<file path="config.mk">
export PLATFORM = sky130hd
export DESIGN_NAME = arb_merge_rr
export DESIGN_NICKNAME = d
export VERILOG_FILES = /design/src/rtl/arb_merge_pkg.sv /design/src/rtl/arb_merge_rr_in_fifo.sv /design/src/rtl/arb_merge_rr.sv
export SDC_FILE = /design/constraint.sdc
export NUM_CORES = 1
export LEC_CHECK = 0
export ABC_AREA = 0
export BUFFER_PORTS_ARGS = -buffer_cell sky130_fd_sc_hd__buf_2
export CAP_MARGIN = 20
export CELL_PAD_IN_SITES_DETAIL_PLACEMENT = 1
export CELL_PAD_IN_SITES_GLOBAL_PLACEMENT = 1
export CORE_MARGIN = 4
export CORE_UTILIZATION = 48
export DETAILED_ROUTE_END_ITERATION = 12
export GPL_ROUTABILITY_DRIVEN = 0
export GPL_TIMING_DRIVEN = 1
export PLACE_DENSITY = 0.91
export SLEW_MARGIN = 20
export SYNTH_ARGS = -nofsm -noshare
export SYNTH_HDL_FRONTEND = slang
export SYNTH_SLANG_ARGS = --single-unit
</file>
<file path="constraint.sdc">
create_clock -name clk -period 5.79 [get_ports clk]
set_input_delay 0.2895 -clock clk [delete_from_list [all_inputs] [get_ports clk]]
set_output_delay 0.2895 -clock clk [all_outputs]
set_load 0.02 [all_outputs]
</file>
<file path="src/rtl/arb_merge_pkg.sv">
// Shared constants and the rotating first-set search used by the arb_merge_rr arbiter.
package arb_merge_pkg;

    localparam int ARB_RR    = 0;
    localparam int ARB_FIXED = 1;
    localparam int MAX_CH    = 64;

    // First set bit of req, scanning ptr, ptr+1, ... modulo n; returns 0 if none is set.
    function automatic int rr_first(input logic [MAX_CH-1:0] req, input int ptr, input int n);
        int   k;
        logic found;
        rr_first = 0;
        found    = 1'b0;
        for (int i = 0; i < MAX_CH; i++) begin
            if (i < n && !found) begin
                k = ptr + i;
                if (k >= n) k = k - n;
                if (req[k]) begin
                    rr_first = k;
                    found    = 1'b1;
                end
            end
        end
    endfunction

endpackage

</file>
<file path="src/rtl/arb_merge_rr_in_fifo.sv">
// Per-channel synchronous FIFO; head entry is visible on dout without a read cycle.
module arb_in_fifo
    import arb_merge_pkg::*;
#(
    parameter int DATA_WIDTH = 8,
    parameter int FIFO_DEPTH = 2,
    localparam int AW        = $clog2(FIFO_DEPTH),
    localparam int CW        = $clog2(FIFO_DEPTH) + 1
) (
    input  logic                  clk,
    input  logic                  rst,
    input  logic                  push,
    input  logic                  pop,
    input  logic [DATA_WIDTH-1:0] din,
    output logic [DATA_WIDTH-1:0] dout,
    output logic [CW-1:0]         count,
    output logic                  full,
    output logic                  empty
);

    logic [DATA_WIDTH-1:0] mem [FIFO_DEPTH];
    logic [AW-1:0]         wr_ptr;
    logic [AW-1:0]         rd_ptr;
    logic                  push_en;
    logic                  pop_en;

    assign full    = (count == CW'(FIFO_DEPTH));
    assign empty   = (count == '0);
    // A full FIFO refuses a push even when it is popped in the same cycle.
    assign push_en = push & ~full;
    assign pop_en  = pop & ~empty;
    assign dout    = mem[rd_ptr];

    always_ff @(posedge clk) begin
        if (push_en) mem[wr_ptr] <= din;
    end

    always_ff @(posedge clk) begin
        if (rst) begin
            wr_ptr <= '0;
            rd_ptr <= '0;
            count  <= '0;
        end else begin
            if (push_en) wr_ptr <= wr_ptr + 1'b1;
            if (pop_en)  rd_ptr <= rd_ptr + 1'b1;
            case ({push_en, pop_en})
                2'b10:   count <= count + 1'b1;
                2'b01:   count <= count - 1'b1;
                default: count <= count;
            endcase
        end
    end

endmodule

</file>
<file path="src/rtl/arb_merge_rr.sv">
// N-to-1 arbitrating merge: per-channel FIFOs, round-robin or fixed-priority pick,
// and a registered output stage tagged with the source channel index.
module arb_merge_rr
    import arb_merge_pkg::*;
#(
    parameter int NUM_CH     = 8,
    parameter int DATA_WIDTH = 8,
    parameter int FIFO_DEPTH = 2,
    parameter int ARB_MODE   = 0,
    localparam int ID_W      = $clog2(NUM_CH)
) (
    input  logic                         clk,
    input  logic                         rst,
    input  logic [NUM_CH-1:0]            i_drive,
    input  logic [NUM_CH*DATA_WIDTH-1:0] i_data,
    output logic [NUM_CH-1:0]            o_free,
    output logic                         o_driveNext,
    output logic [DATA_WIDTH-1:0]        o_data,
    output logic [ID_W-1:0]              o_src_id,
    input  logic                         i_freeNext
);

    localparam int CW = $clog2(FIFO_DEPTH) + 1;

    logic [NUM_CH-1:0]     req;
    logic [NUM_CH-1:0]     full;
    logic [NUM_CH-1:0]     empty;
    logic [NUM_CH-1:0]     push;
    logic [NUM_CH-1:0]     pop;
    logic [DATA_WIDTH-1:0] head [NUM_CH];
    logic [CW-1:0]         cnt  [NUM_CH];

    logic [MAX_CH-1:0]     req_ext;
    logic [ID_W-1:0]       win;
    logic [ID_W-1:0]       ptr_nxt;
    logic                  load;

    logic                  vld_p1;
    logic [DATA_WIDTH-1:0] data_p1;
    logic [ID_W-1:0]       src_p1;
    logic [ID_W-1:0]       rr_ptr;

    for (genvar k = 0; k < NUM_CH; k++) begin : g_ch
        assign o_free[k] = (cnt[k] != CW'(FIFO_DEPTH));
        assign req[k]    = ~empty[k];
        assign push[k]   = i_drive[k] & ~full[k];
        assign pop[k]    = load & (win == ID_W'(k));

        arb_in_fifo #(
            .DATA_WIDTH (DATA_WIDTH),
            .FIFO_DEPTH (FIFO_DEPTH)
        ) u_fifo (
            .clk   (clk),
            .rst   (rst),
            .push  (push[k]),
            .pop   (pop[k]),
            .din   (i_data[k*DATA_WIDTH +: DATA_WIDTH]),
            .dout  (head[k]),
            .count (cnt[k]),
            .full  (full[k]),
            .empty (empty[k])
        );
    end

    // Stage p0: pick a winner from the registered FIFO occupancy
    always_comb begin
        req_ext             = '0;
        req_ext[NUM_CH-1:0] = req;
        if (ARB_MODE == ARB_RR)
            win = ID_W'(rr_first(req_ext, int'(rr_ptr), NUM_CH));
        else
            win = ID_W'(rr_first(req_ext, 0, NUM_CH));
        ptr_nxt = (win == ID_W'(NUM_CH - 1)) ? '0 : win + 1'b1;
    end

    assign load = (~vld_p1 | i_freeNext) & (|req);

    // Stage p1: output register, held while downstream stalls
    always_ff @(posedge clk) begin
        if (rst) begin
            vld_p1  <= 1'b0;
            data_p1 <= '0;
            src_p1  <= '0;
            rr_ptr  <= '0;
        end else if (load) begin
            vld_p1  <= 1'b1;
            data_p1 <= head[win];
            src_p1  <= win;
            if (ARB_MODE == ARB_RR) rr_ptr <= ptr_nxt;
        end else if (i_freeNext) begin
            vld_p1  <= 1'b0;
        end
    end

    assign o_driveNext = vld_p1;
    assign o_data      = data_p1;
    assign o_src_id    = src_p1;

endmodule
</file>
==> summary.txt <==
R2R Path Start: rr_ptr[1]
Main combinational cell family by area after synthesis: multiplexers
Synth Area in Compound Gates: 5.717%
Pre-CTS worst setup slack: 0.5856 ns
Total gr overflow: 0
CTS Hold Bufs: 0
IR Drop Worst-Case VDD: 0.0004444 V
Yosys warns: 0
Die area: 20030 um^2
Final routed DRC violation total: 0
Initial DRT Pass Iterations: 5
Final worst path period share: 91.91%
Mapped Avg Cell Area: 13.00 um^2
Final setup violation count: 0
Share of cell area taken by muxes after synthesis: 17.56%
Category of the most critical setup path: register to register
Clock group share of total power: 16.5%
Area growth from synthesis to final layout: 13.41%
Wire length of the first global-routing pass: 38.69 mm
Crit path cell chain: inv_1, ha_1, inv_2, mux4_2, mux2i_2, inv_2, or4_1, a22oi_2, buf_4, and2_1, and4bb_2, ha_1, or3_1, a21oi_1
Overall power of the completed layout: 6.574 mW
Switching power: 2.930 mW
Unique cell type count in the Yosys netlist: 63
Maximum number of pins on one net before global-route repair: 57
Vias/cell: 6.100
Synth Register Bits: 183
Path depth of the worst reg2reg path: 14
Number of buffers on the longest clock path: 2
Diodes inserted: 0
Run status: finished clean
Met2 wire length: 13.37 mm
Critical Path AT: 5.67 ns
Min-Delay Path Depth: 1
Area of all placed cells without fillers: 9704 um^2
Clock period minus final worst setup slack: 5.321 ns
Clock transition at the register clock pins on the worst setup and hold paths after CTS: 0.07 ns
Area of the multi-input gates: 3396 um^2
Post-layout worst setup margin: 0.4687 ns
Placed cell count: 947
Dominant register cell in the synthesized netlist: edfxtp_1
Final-layout fill cell count: 1771
Number of standard cells after synthesis: 658
Hold Fails Final Rpt: 0
Pleak: 3.611 nW
Placement Cell Area: 9164 um^2
Synthesized net count: 747
CTS root buffer: clkbuf_16
Sequential share of the synthesized area: 57.79%
Most instantiated library cell after synthesis: edfxtp_1
Sequential power share: 28.7%
Sinks on Clock Net: 183
Initial cell density of the core: 49.30%
Met3 wire length: 1.311 mm
Routed Wire Length: 25.23 mm
Logic pwr share: 54.7%
Worst path required time: 6.14 ns
Clock tree from TritonCTS: done
Relative slew slack: 26.67%
Total core area: 17360 um^2
Synth async-reset ratio: 0%
Number of setup buffers added after CTS: 0
Adder and majority gate portion of the synthesized area: 2.047%
Post-route met1 wirelength: 9.834 mm
Number of antenna violations at the first check in global routing: 0
Endpoint class of the critical path: register
Top cells by area in the synthesized netlist: edfxtp_1 (45%), mux2i_1 (13%), dfxtp_1 (13%)
Number of maximum-capacitance violations: 0
Total clock buffers created by CTS: 17
H-tree levels: 4
Skew-Pair Late Insertion Delay: 0.44 ns
Sink of the worst hold path: g_ch[0].u_fifo.mem[0][7]
Area fraction in and, or, nand and nor cells after synthesis: 10.72%
Die span in y: 141.5 um
Internal Power: 3.644 mW
Post-synth EDFFs: 128
Vias in the first global route: 6469
Slew Limit Fails: 0
Sw frac: 44.56%
Critical path fanouts, max: 17
Ports placed on the boundary: 95
All-Layer GR Usage: 25.65%
Highest cell delay on the worst timing path: 0.62 ns
Total Negative Setup Slacks: 0 ns
Worst Max-Slew Pin Slew: 1.100 ns
Width of the die: 141.5 um
PD cells: 677.4 nW/um^2
Final Instance Count excl. Fillers: 979
Total number of vias: 5972
Clock Skews: 0.01243 ns
Highest routed layer: met4
Detailed-route wire length per cell: 25.77 um
Core Rows: 48
Violation count after the first detailed-route iteration: 538
Cell area after technology mapping: 8557 um^2
Setup repair after global routing missed its margin: no
Worst R2R End: g_ch[1].u_fifo.count[1]
Setup slack of the worst register-to-register path: 0.47 ns
Post-synthesis xor/xnor area fraction: 3.582%
F_max: 187.9 MHz
Count of port buffers added during placement: 94
Beginning of the worst hold path: i_data[7]
Critical Path Source Type: register
Top cells by count, synth: edfxtp_1 (128), mux2i_1 (115), nor2_1 (67)
Master of the slowest instance on the critical path: dfxtp_1
Most area-hungry cell type in the Yosys netlist: edfxtp_1
Proportion of layout cells with a drive suffix above 1: 21.49%
Count of nets left with antenna violations after detail routing: 0
Area fraction of the dominant cell type after synthesis: 44.92%
Quantity of gates resized following cts: 0
Placed wire-length estimate: 17.01 mm
Classification of the worst-slack hold path: primary input to register
Sequential Area: 4945 um^2
Number of nets in the final layout: 830
critical path: cells and delay by family, from the launching register on:
family                   cells  cell delay, ns
AO/OA/AOI/OAI                2            0.52
adder cells (fa/ha/maj)      2            0.76
buffers and inverters        4            0.97
AND/OR/NAND/NOR              4            1.46
flip-flops                   1            0.62
multiplexers                 2            0.92
per-stage QoR:
stage / hold WS [ns] / util [%]
2_1_floorplan: 0.3884 / -
3_3_place_gp: 0.4749 / 52.80
3_5_place_dp: 0.4815 / 52.80
4_1_cts: 0.02483 / 55.91
5_1_grt: 0.02093 / 55.91
6_report: 0.04243 / 55.91
logic make-up after synthesis:
kind of cell	after synthesis
AOI/OAI and AO/OA	75
xor gates and xnor gates	35
buffers and inverters	44
DFF	183
muxes	135
and+or+nand+nor	172
adders and majority gates	14
layout make-up:
class                   instances  share of cell area (%)
clock buffers                  19                   4.564
clock inverters                13                   1.006
inverters                       9                  0.3481
multi-input cells             431                   34.99
flip-flops and latches        183                   50.95
well taps                     225                   2.901
repair buffers                 99                   5.235
how the worst max path moves through the flow:
stage                     startpoint                      end  slack (ns)  depth (start not counted)
final                      rr_ptr[1]  g_ch[1].u_fifo.count[1]        0.47                         14
after global routing       rr_ptr[1]  g_ch[1].u_fifo.count[1]        0.18                         14
after CTS                  rr_ptr[1]  g_ch[5].u_fifo.count[1]        0.49                         14
after detailed placement   rr_ptr[1]  g_ch[5].u_fifo.count[1]        0.59                         14
after global placement     rr_ptr[1]  g_ch[1].u_fifo.count[1]        0.87                         14
after floorplan            rr_ptr[0]  g_ch[7].u_fifo.count[1]        1.41                         18
power by group through the flow:
| stage | logic (mW) | registers [mW] | clock network (mW) |
|---|---|---|---|
| 2_1_floorplan | 2.63 | 1.81 | 0 |
| 3_3_place_gp | 3.17 | 1.86 | 0 |
| 3_5_place_dp | 3.40 | 1.90 | 0 |
| 4_1_cts | 3.53 | 1.88 | 1.10 |
| 5_1_grt | 3.78 | 1.91 | 1.16 |
| 6_report | 3.60 | 1.89 | 1.09 |
metal layers:
layer,up-vias,GRT usage (%)
met4,0,8.384
met3,58,4.786
met2,273,46.35
met5,-,0
li1,2617,-
met1,3024,30.92
sequential cells by signal, indices dropped and copies added, names as in the netlist, named ones only:
signal,cells
g_ch.u_fifo.mem,128
g_ch.u_fifo.count,16
g_ch.u_fifo.wr_ptr,8
o_data,8
g_ch.u_fifo.rd_ptr,8
rr_ptr,3
o_src_id,3
o_driveNext,1
cell usage in the layout, fill, tap and decap left out, types with 3 or more instances in the layout:
master      Yosys  layout
edfxtp_1      128     128
mux2i_1       115     115
buf_2           6      94
nor2_1         67      67
dfxtp_1        55      55
a21oi_1        25      25
nand2_1        25      25
xor2_1         18      18
xnor2_1        17      17
clkbuf_16       0      17
o21ai_0        14      14
ha_1           14      14
mux4_2         10      10
and3_1         10      10
nor3_1          9       9
nand3b_1        9       9
nand2b_1        9       9
or3_1           9       9
mux2_2          8       8
o21ai_1         8       8
inv_1           7       7
or2_1           6       6
a21o_1          5       5
buf_4           3       5
nor4b_1         4       4
clkinvlp_4      0       4
a22oi_1         4       3
nor4_1          3       3
nor3b_1         3       3
inv_6           0       3
No activity file was read; power rests on OpenSTA's default activity.
